<file path="src/rtl/led_blink_drv_pkg.sv">
// Shared definitions for the LED blink driver: FSM encodings, ms-counter sizing, LED polarity.
// Latency: n/a (package only).  Backpressure: n/a.
package led_blink_drv_pkg;

    typedef enum logic [1:0] {
        ST_IDLE = 2'd0,
        ST_ON   = 2'd1,
        ST_OFF  = 2'd2
    } state_e;

    localparam logic LED_ON  = 1'b1;
    localparam logic LED_OFF = ~LED_ON;

    function automatic int unsigned ms_cnt_width(input int unsigned on_ms, input int unsigned off_ms);
        int unsigned longest;
        longest = (on_ms > off_ms) ? on_ms : off_ms;
        return $clog2(longest + 1);
    endfunction

endpackage

</file>
<file path="src/rtl/ms_tick_gen.sv">
// Millisecond prescaler: counts 0..clk_freq-1 and pulses tick_o on the last count; clr_i restarts it.
// Latency: tick_o decodes the counter register.  Backpressure: none, free-running.
module ms_tick_gen #(
    parameter int unsigned clk_freq = 95000
) (
    input  logic clk,
    input  logic rst,
    input  logic clr_i,
    output logic tick_o,
    output logic pre_tick_o
);

    localparam int unsigned W = (clk_freq > 1) ? $clog2(clk_freq) : 1;

    logic [W-1:0] cnt_q;

    // pre_tick_o flags the cycle before tick_o; it assumes clk_freq >= 2
    assign tick_o     = (cnt_q == W'(clk_freq - 1));
    assign pre_tick_o = (cnt_q == W'(clk_freq - 2));

    always_ff @(posedge clk or negedge rst) begin
        if (!rst) begin
            cnt_q <= '0;
        end else if (clr_i || tick_o) begin
            cnt_q <= '0;
        end else begin
            cnt_q <= cnt_q + W'(1);
        end
    end

endmodule

</file>
<file path="src/rtl/led_blink_drv.sv">
// Turns a one-cycle start request into blink_num timed LED blinks with busy/done handshake.
// Latency: LED lights one clk after an accepted start.  Backpressure: start ignored while busy.
// Optional abort input enabled by defining LED_BLINK_ABORT_EN.
module led_blink_drv
    import led_blink_drv_pkg::*;
#(
    parameter int unsigned clk_freq = 95000,
    parameter int unsigned on_ms    = 100,
    parameter int unsigned off_ms   = 100,
    parameter int unsigned cnt_w    = 4
) (
    input  logic             clk,
    input  logic             rst,
    input  logic             start,
    input  logic [cnt_w-1:0] blink_num,
    output logic             busy,
    output logic             done,
    output logic             led_out
`ifdef LED_BLINK_ABORT_EN
    ,
    input  logic             abort
`endif
);

    localparam int unsigned MS_W = ms_cnt_width(on_ms, off_ms);

    state_e           state_q;
    logic [cnt_w-1:0] rem_q;
    logic [MS_W-1:0]  ms_q;
    logic             led_q;
    logic             busy_q;
    logic             done_q;

    logic tick;
    logic pre_tick;
    logic accept;
    logic abort_hit;
    logic on_end;
    logic off_end;
    logic off_last;

    assign accept = (state_q == ST_IDLE) && start && (blink_num != '0);

`ifdef LED_BLINK_ABORT_EN
    assign abort_hit = abort && (state_q != ST_IDLE);
`else
    assign abort_hit = 1'b0;
`endif

    ms_tick_gen #(
        .clk_freq(clk_freq)
    ) u_ms_tick (
        .clk       (clk),
        .rst       (rst),
        .clr_i     (accept),
        .tick_o    (tick),
        .pre_tick_o(pre_tick)
    );

    assign on_end  = tick && (ms_q == MS_W'(on_ms - 1));
    assign off_end = tick && (ms_q == MS_W'(off_ms - 1));
    // The done cycle doubles as the final off cycle, so the last OFF exits one clk early
    assign off_last = pre_tick && (ms_q == MS_W'(off_ms - 1)) && (rem_q == cnt_w'(1));

    always_ff @(posedge clk or negedge rst) begin
        if (!rst) begin
            state_q <= ST_IDLE;
            rem_q   <= '0;
            ms_q    <= '0;
            led_q   <= LED_OFF;
            busy_q  <= 1'b0;
            done_q  <= 1'b0;
        end else begin
            done_q <= 1'b0;
            if (abort_hit) begin
                state_q <= ST_IDLE;
                rem_q   <= '0;
                ms_q    <= '0;
                led_q   <= LED_OFF;
                busy_q  <= 1'b0;
            end else begin
                case (state_q)
                    ST_IDLE: begin
                        if (accept) begin
                            state_q <= ST_ON;
                            rem_q   <= blink_num;
                            ms_q    <= '0;
                            led_q   <= LED_ON;
                            busy_q  <= 1'b1;
                        end else if (start) begin
                            done_q <= 1'b1;
                        end
                    end
                    ST_ON: begin
                        if (on_end) begin
                            state_q <= ST_OFF;
                            ms_q    <= '0;
                            led_q   <= LED_OFF;
                        end else if (tick) begin
                            ms_q <= ms_q + MS_W'(1);
                        end
                    end
                    ST_OFF: begin
                        if (off_last) begin
                            state_q <= ST_IDLE;
                            rem_q   <= '0;
                            ms_q    <= '0;
                            busy_q  <= 1'b0;
                            done_q  <= 1'b1;
                        end else if (off_end) begin
                            state_q <= ST_ON;
                            rem_q   <= rem_q - cnt_w'(1);
                            ms_q    <= '0;
                            led_q   <= LED_ON;
                        end else if (tick) begin
                            ms_q <= ms_q + MS_W'(1);
                        end
                    end
                    default: begin
                        state_q <= ST_IDLE;
                        rem_q   <= '0;
                        ms_q    <= '0;
                        led_q   <= LED_OFF;
                        busy_q  <= 1'b0;
                    end
                endcase
            end
        end
    end

    assign busy    = busy_q;
    assign done    = done_q;
    assign led_out = led_q;

endmodule

</file>
<file path="config.mk">
export PLATFORM = sky130hd
export DESIGN_NAME = led_blink_drv
export DESIGN_NICKNAME = d
export VERILOG_FILES = /design/src/rtl/led_blink_drv_pkg.sv /design/src/rtl/ms_tick_gen.sv /design/src/rtl/led_blink_drv.sv
export SDC_FILE = /design/constraint.sdc
export NUM_CORES = 1
export LEC_CHECK = 0
export ABC_AREA = 1
export CAP_MARGIN = 20
export CORE_MARGIN = 4
export CORE_UTILIZATION = 60
export CTS_BUF_LIST = sky130_fd_sc_hd__clkbuf_16
export DETAILED_ROUTE_END_ITERATION = 12
export GPL_TIMING_DRIVEN = 0
export PLACE_DENSITY = 0.9
export SLEW_MARGIN = 20
export SYNTH_ARGS = -nofsm -noshare
export SYNTH_HDL_FRONTEND = slang
export SYNTH_SLANG_ARGS = --single-unit
</file>
<file path="constraint.sdc">
create_clock -name clk -period 1.73 [get_ports clk]
set_input_delay 0.173 -clock clk [delete_from_list [all_inputs] [get_ports clk]]
set_output_delay 0.173 -clock clk [all_outputs]
set_load 0.005 [all_outputs]
</file>
==> qor.txt <==
Status -> finished, final reports clean
Post-synthesis sequential element count -> 33
Number of diodes added for antenna fixing -> 0
Final number of hold-violating endpoints -> 0
Post-synth top area share -> 38.2%
Crit-path slowest cell -> sky130_fd_sc_hd__dfrtp_1
Maximum number of pins on one net before global-route repair -> 20
Register area share after synthesis -> 38.2%
Maximum root-to-sink buffer count -> 2
Slowest cell delay on critical path -> 0.37 ns
Number of placed cells counting well taps -> 343
Ys flop type -> sky130_fd_sc_hd__dfrtp_1
Series of cell instances along the critical path -> inv_1, ha_1, inv_1, nor2_1, nand2_1, nor2_2, nand2_2, nand2_4, nand2_8, nand2_8, nand2_1, o21ai_2
Library cell with the largest summed area after synthesis -> sky130_fd_sc_hd__dfrtp_1
Post-Route Utilization -> 77.1%
RSZ-0062 raised after global routing -> true
Final estimated routing congestion in global placement -> 0.892
Htree depth -> 2
Net Sw Power -> 1350 uW
Slew at the pin closest to its max-slew limit -> 0.393 ns
Count of input and output buffers -> 9
Worst Clk Skew -> 0.00324 ns
Number of synthesized flops with an enable pin -> 0
Average cell area after synthesis -> 7.52 um^2
Later-pin clock latency in the skew report -> 0.28 ns
Detailed-route via count -> 1967
Area added between synthesis and finish -> 21.9%
Starting Density -> 63.2%
Wire length of the first global-routing pass -> 8.11 mm
Root cell of the clock tree -> sky130_fd_sc_hd__clkbuf_16
Type of element capturing the critical path -> flip-flop
Max Fanout on Critical Path -> 7
CP delay by family, top -> simple AND/OR/NAND/NOR gates
Global route overflow -> 0
Kind of critical path -> reg -> reg
Layout Cells excl Fill -> 358
Share of layout cells above drive strength 1 -> 19.2%
Cell area after synthesis -> 0.00216 mm^2
Number of global-route vias before repair -> 1851
Vias per Instance -> 5.49
Instance count of the mapped netlist -> 287
Number of nets in the finished design -> 327
Routed WL -> 5.13 mm
Req. time, crit path -> 1.94 ns
Combinational power share -> 41.2%
TritonCTS clock tree -> built
Count of endpoints failing setup in the final report -> 0
Tcrit/Tclk final -> 97.6%
Worst VDD drop -> 1.07 mV
DRT Pass-1 Iters -> 5
Horizontal die dimension -> 68.0 um
Net count after synthesis -> 303
Sequential share of power -> 30.0%
Max Clk Rate -> 0.592 GHz
Register clock-pin slew on the reported worst setup and hold paths -> 0.05 ns
Boundary pin count -> 10
Clock network power share -> 28.7%
Initial antenna violation count -> 0
Clock buffers created by TritonCTS -> 5
Final critical-path required period -> 1.69 ns
Areal power density over the cells -> 1330 mW/mm^2
Max-capacitance violation count -> 0
Area inside the core boundary -> 0.00342 mm^2
Number of fillers in the final layout -> 205
Final ANT Viol Nets -> 0
Hold Path Class -> in -> async
Clock sink total -> 33
Most repeated cell in the gate-level netlist after synthesis -> sky130_fd_sc_hd__nand2_1
Die outline height -> 68.0 um
Full die area -> 0.00462 mm^2
Crit path buf inv count -> 2
Arrival time reported for the critical path endpoint -> 1.90 ns
WL per Instance -> 14.3 um
Count of routing violations after the opening detailed-route iteration -> 165
All-layer global routing usage -> 23.7%
Sw Ratio -> 38.4%
Fraction of registers with async set or reset after synthesis -> 100%
Cell row count -> 21
Startpoint class of the critical path -> flip-flop
DP Wirelength -> 3.39 mm
Largest cells by area after synthesis -> sky130_fd_sc_hd__dfrtp_1 38%, sky130_fd_sc_hd__nand2_1 12%, sky130_fd_sc_hd__inv_1 5.6%, sky130_fd_sc_hd__nor2_1 5.6%, sky130_fd_sc_hd__ha_1 5.2%
Final number of max-transition violations -> 0
Static Leak -> 0.00126 uW
Rel. slew slack -> 73.8%
Post-route DRC -> 0
Yosys warning total -> 0
Cell types with the highest counts after synthesis -> 69 x sky130_fd_sc_hd__nand2_1, 33 x sky130_fd_sc_hd__dfrtp_1, 32 x sky130_fd_sc_hd__inv_1, 32 x sky130_fd_sc_hd__nor2_1, 21 x sky130_fd_sc_hd__nand3_1
Number of unique standard cell types used by synthesis -> 33
Internal power -> 2160 uW
## cell families (layout without fill, tap and decap cells)
kind of cell               count (synthesis)  in the layout  synth area share (%)
AOI/OAI and AO/OA                         24             24                  6.49
and+or+nand+nor                          169            169                  38.5
adders and majority gates                  9              9                  5.21
xor gates and xnor gates                   9              9                  3.65
DFF                                       33             33                  38.2
buffers and inverters                     43             68                  7.88
## final cells by class
type / instances / area (um^2) / area share, %
Inverter: 42 / 159 / 6.04
Timing Repair Buffer: 17 / 168 / 6.37
Multi-Input combinational cell: 211 / 1240 / 47.3
Sequential cell: 33 / 826 / 31.4
Clock inverter: 3 / 41.3 / 1.57
Clock buffer: 5 / 125 / 4.75
Tap cell: 46 / 57.6 / 2.19
Buffer: 1 / 11.3 / 0.428
## flip-flops by register name, indices dropped and copies added (netlist names)
register	cells
ms_q	7
u_ms_tick.cnt_q	17
state_q	2
busy	1
led_out	1
done	1
rem_q	4
## final timing paths
kind	slack, ns	to	from	depth (start not counted)
setup / recovery	0.04	rem_q[1]	rem_q[1]	12
hold / removal	0.35	rem_q[1]	rst	2
setup reg to reg	0.04	rem_q[1]	rem_q[1]	12
hold reg to reg	0.50	busy	busy	2
max in group asynchronous	0.96	ms_q[3]	rst	3
min in group clk	0.50	busy	busy	2
## routing by layer
metal / vias to the layer above / share of wire (%) / track usage (%) / wire length (um)
met5: - / 0 / 0 / 0
met4: 0 / 2.4 / 9.43 / 123
met3: 15 / 6.4 / 6.90 / 327
met2: 69 / 50 / 39.5 / 2550
met1: 924 / 41 / 28.8 / 2120
li1: 959 / - / - / -
## power by group through the flow
| stage | sequential, uW | combinational (uW) | clock (uW) |
|---|---|---|---|
| finish | 1050 | 1440 | 1010 |
| global route | 1070 | 1610 | 1040 |
| CTS | 1040 | 1240 | 1010 |
| detailed placement | 1040 | 1200 | 0 |
| global placement | 1030 | 1130 | 0 |
| floorplan | 1020 | 871 | 0 |
## metrics by stage
step / TNS (ns) / power [uW] / worst slack [ns] / hold slack, ns / area (um^2)
after detailed placement: -0.790 / 2240 / -0.139 / 0.114 / 2330
final: 0 / 3500 / 0.0421 / 0.350 / 2630
after floorplan: 0 / 1890 / 0.181 / -0.123 / 2160
after global routing: -0.705 / 3720 / -0.0733 / 0.379 / 2630
after global placement: -6.43 / 2160 / -0.183 / 0.470 / 2310
after CTS: 0 / 3280 / 0.0114 / 0.349 / 2520
## cell usage in the layout (no fill, tap or decap), types with 2 or more instances in the layout
| master | netlist | routed |
|---|---|---|
| sky130_fd_sc_hd__nor2_1 | 32 | 30 |
| sky130_fd_sc_hd__clkbuf_16 | 0 | 5 |
| sky130_fd_sc_hd__nor3b_1 | 2 | 2 |
| sky130_fd_sc_hd__ha_4 | 0 | 2 |
| sky130_fd_sc_hd__o21ai_0 | 6 | 6 |
| sky130_fd_sc_hd__nand2_1 | 69 | 68 |
| sky130_fd_sc_hd__o22ai_1 | 4 | 4 |
| sky130_fd_sc_hd__nand4_1 | 7 | 7 |
| sky130_fd_sc_hd__dfrtp_1 | 33 | 33 |
| sky130_fd_sc_hd__nand2_8 | 0 | 2 |
| sky130_fd_sc_hd__nand2_4 | 6 | 5 |
| sky130_fd_sc_hd__buf_4 | 0 | 6 |
| sky130_fd_sc_hd__o21ai_1 | 3 | 3 |
| sky130_fd_sc_hd__nor2_4 | 1 | 3 |
| sky130_fd_sc_hd__nand3b_1 | 2 | 2 |
| sky130_fd_sc_hd__nor2_2 | 8 | 8 |
| sky130_fd_sc_hd__clkdlybuf4s50_1 | 0 | 8 |
| sky130_fd_sc_hd__a21oi_1 | 6 | 6 |
| sky130_fd_sc_hd__xor2_1 | 8 | 8 |
| sky130_fd_sc_hd__inv_1 | 32 | 32 |
| sky130_fd_sc_hd__nor3_1 | 8 | 8 |
| sky130_fd_sc_hd__nand2_2 | 8 | 8 |
| sky130_fd_sc_hd__nand3_1 | 21 | 21 |
| sky130_fd_sc_hd__inv_2 | 9 | 9 |
| sky130_fd_sc_hd__ha_1 | 9 | 6 |
## what timing repair did
action | CTS | global route
endpoints found under the setup margin | 17 | 26
hold endpoints to repair | 14 | 0
gates resized for setup | 3 | 12
pin swaps | 0 | 8
hold buffers | 1 | 0
setup buffers | 0 | 6
Note: power is estimated with default switching activity, not from simulation.
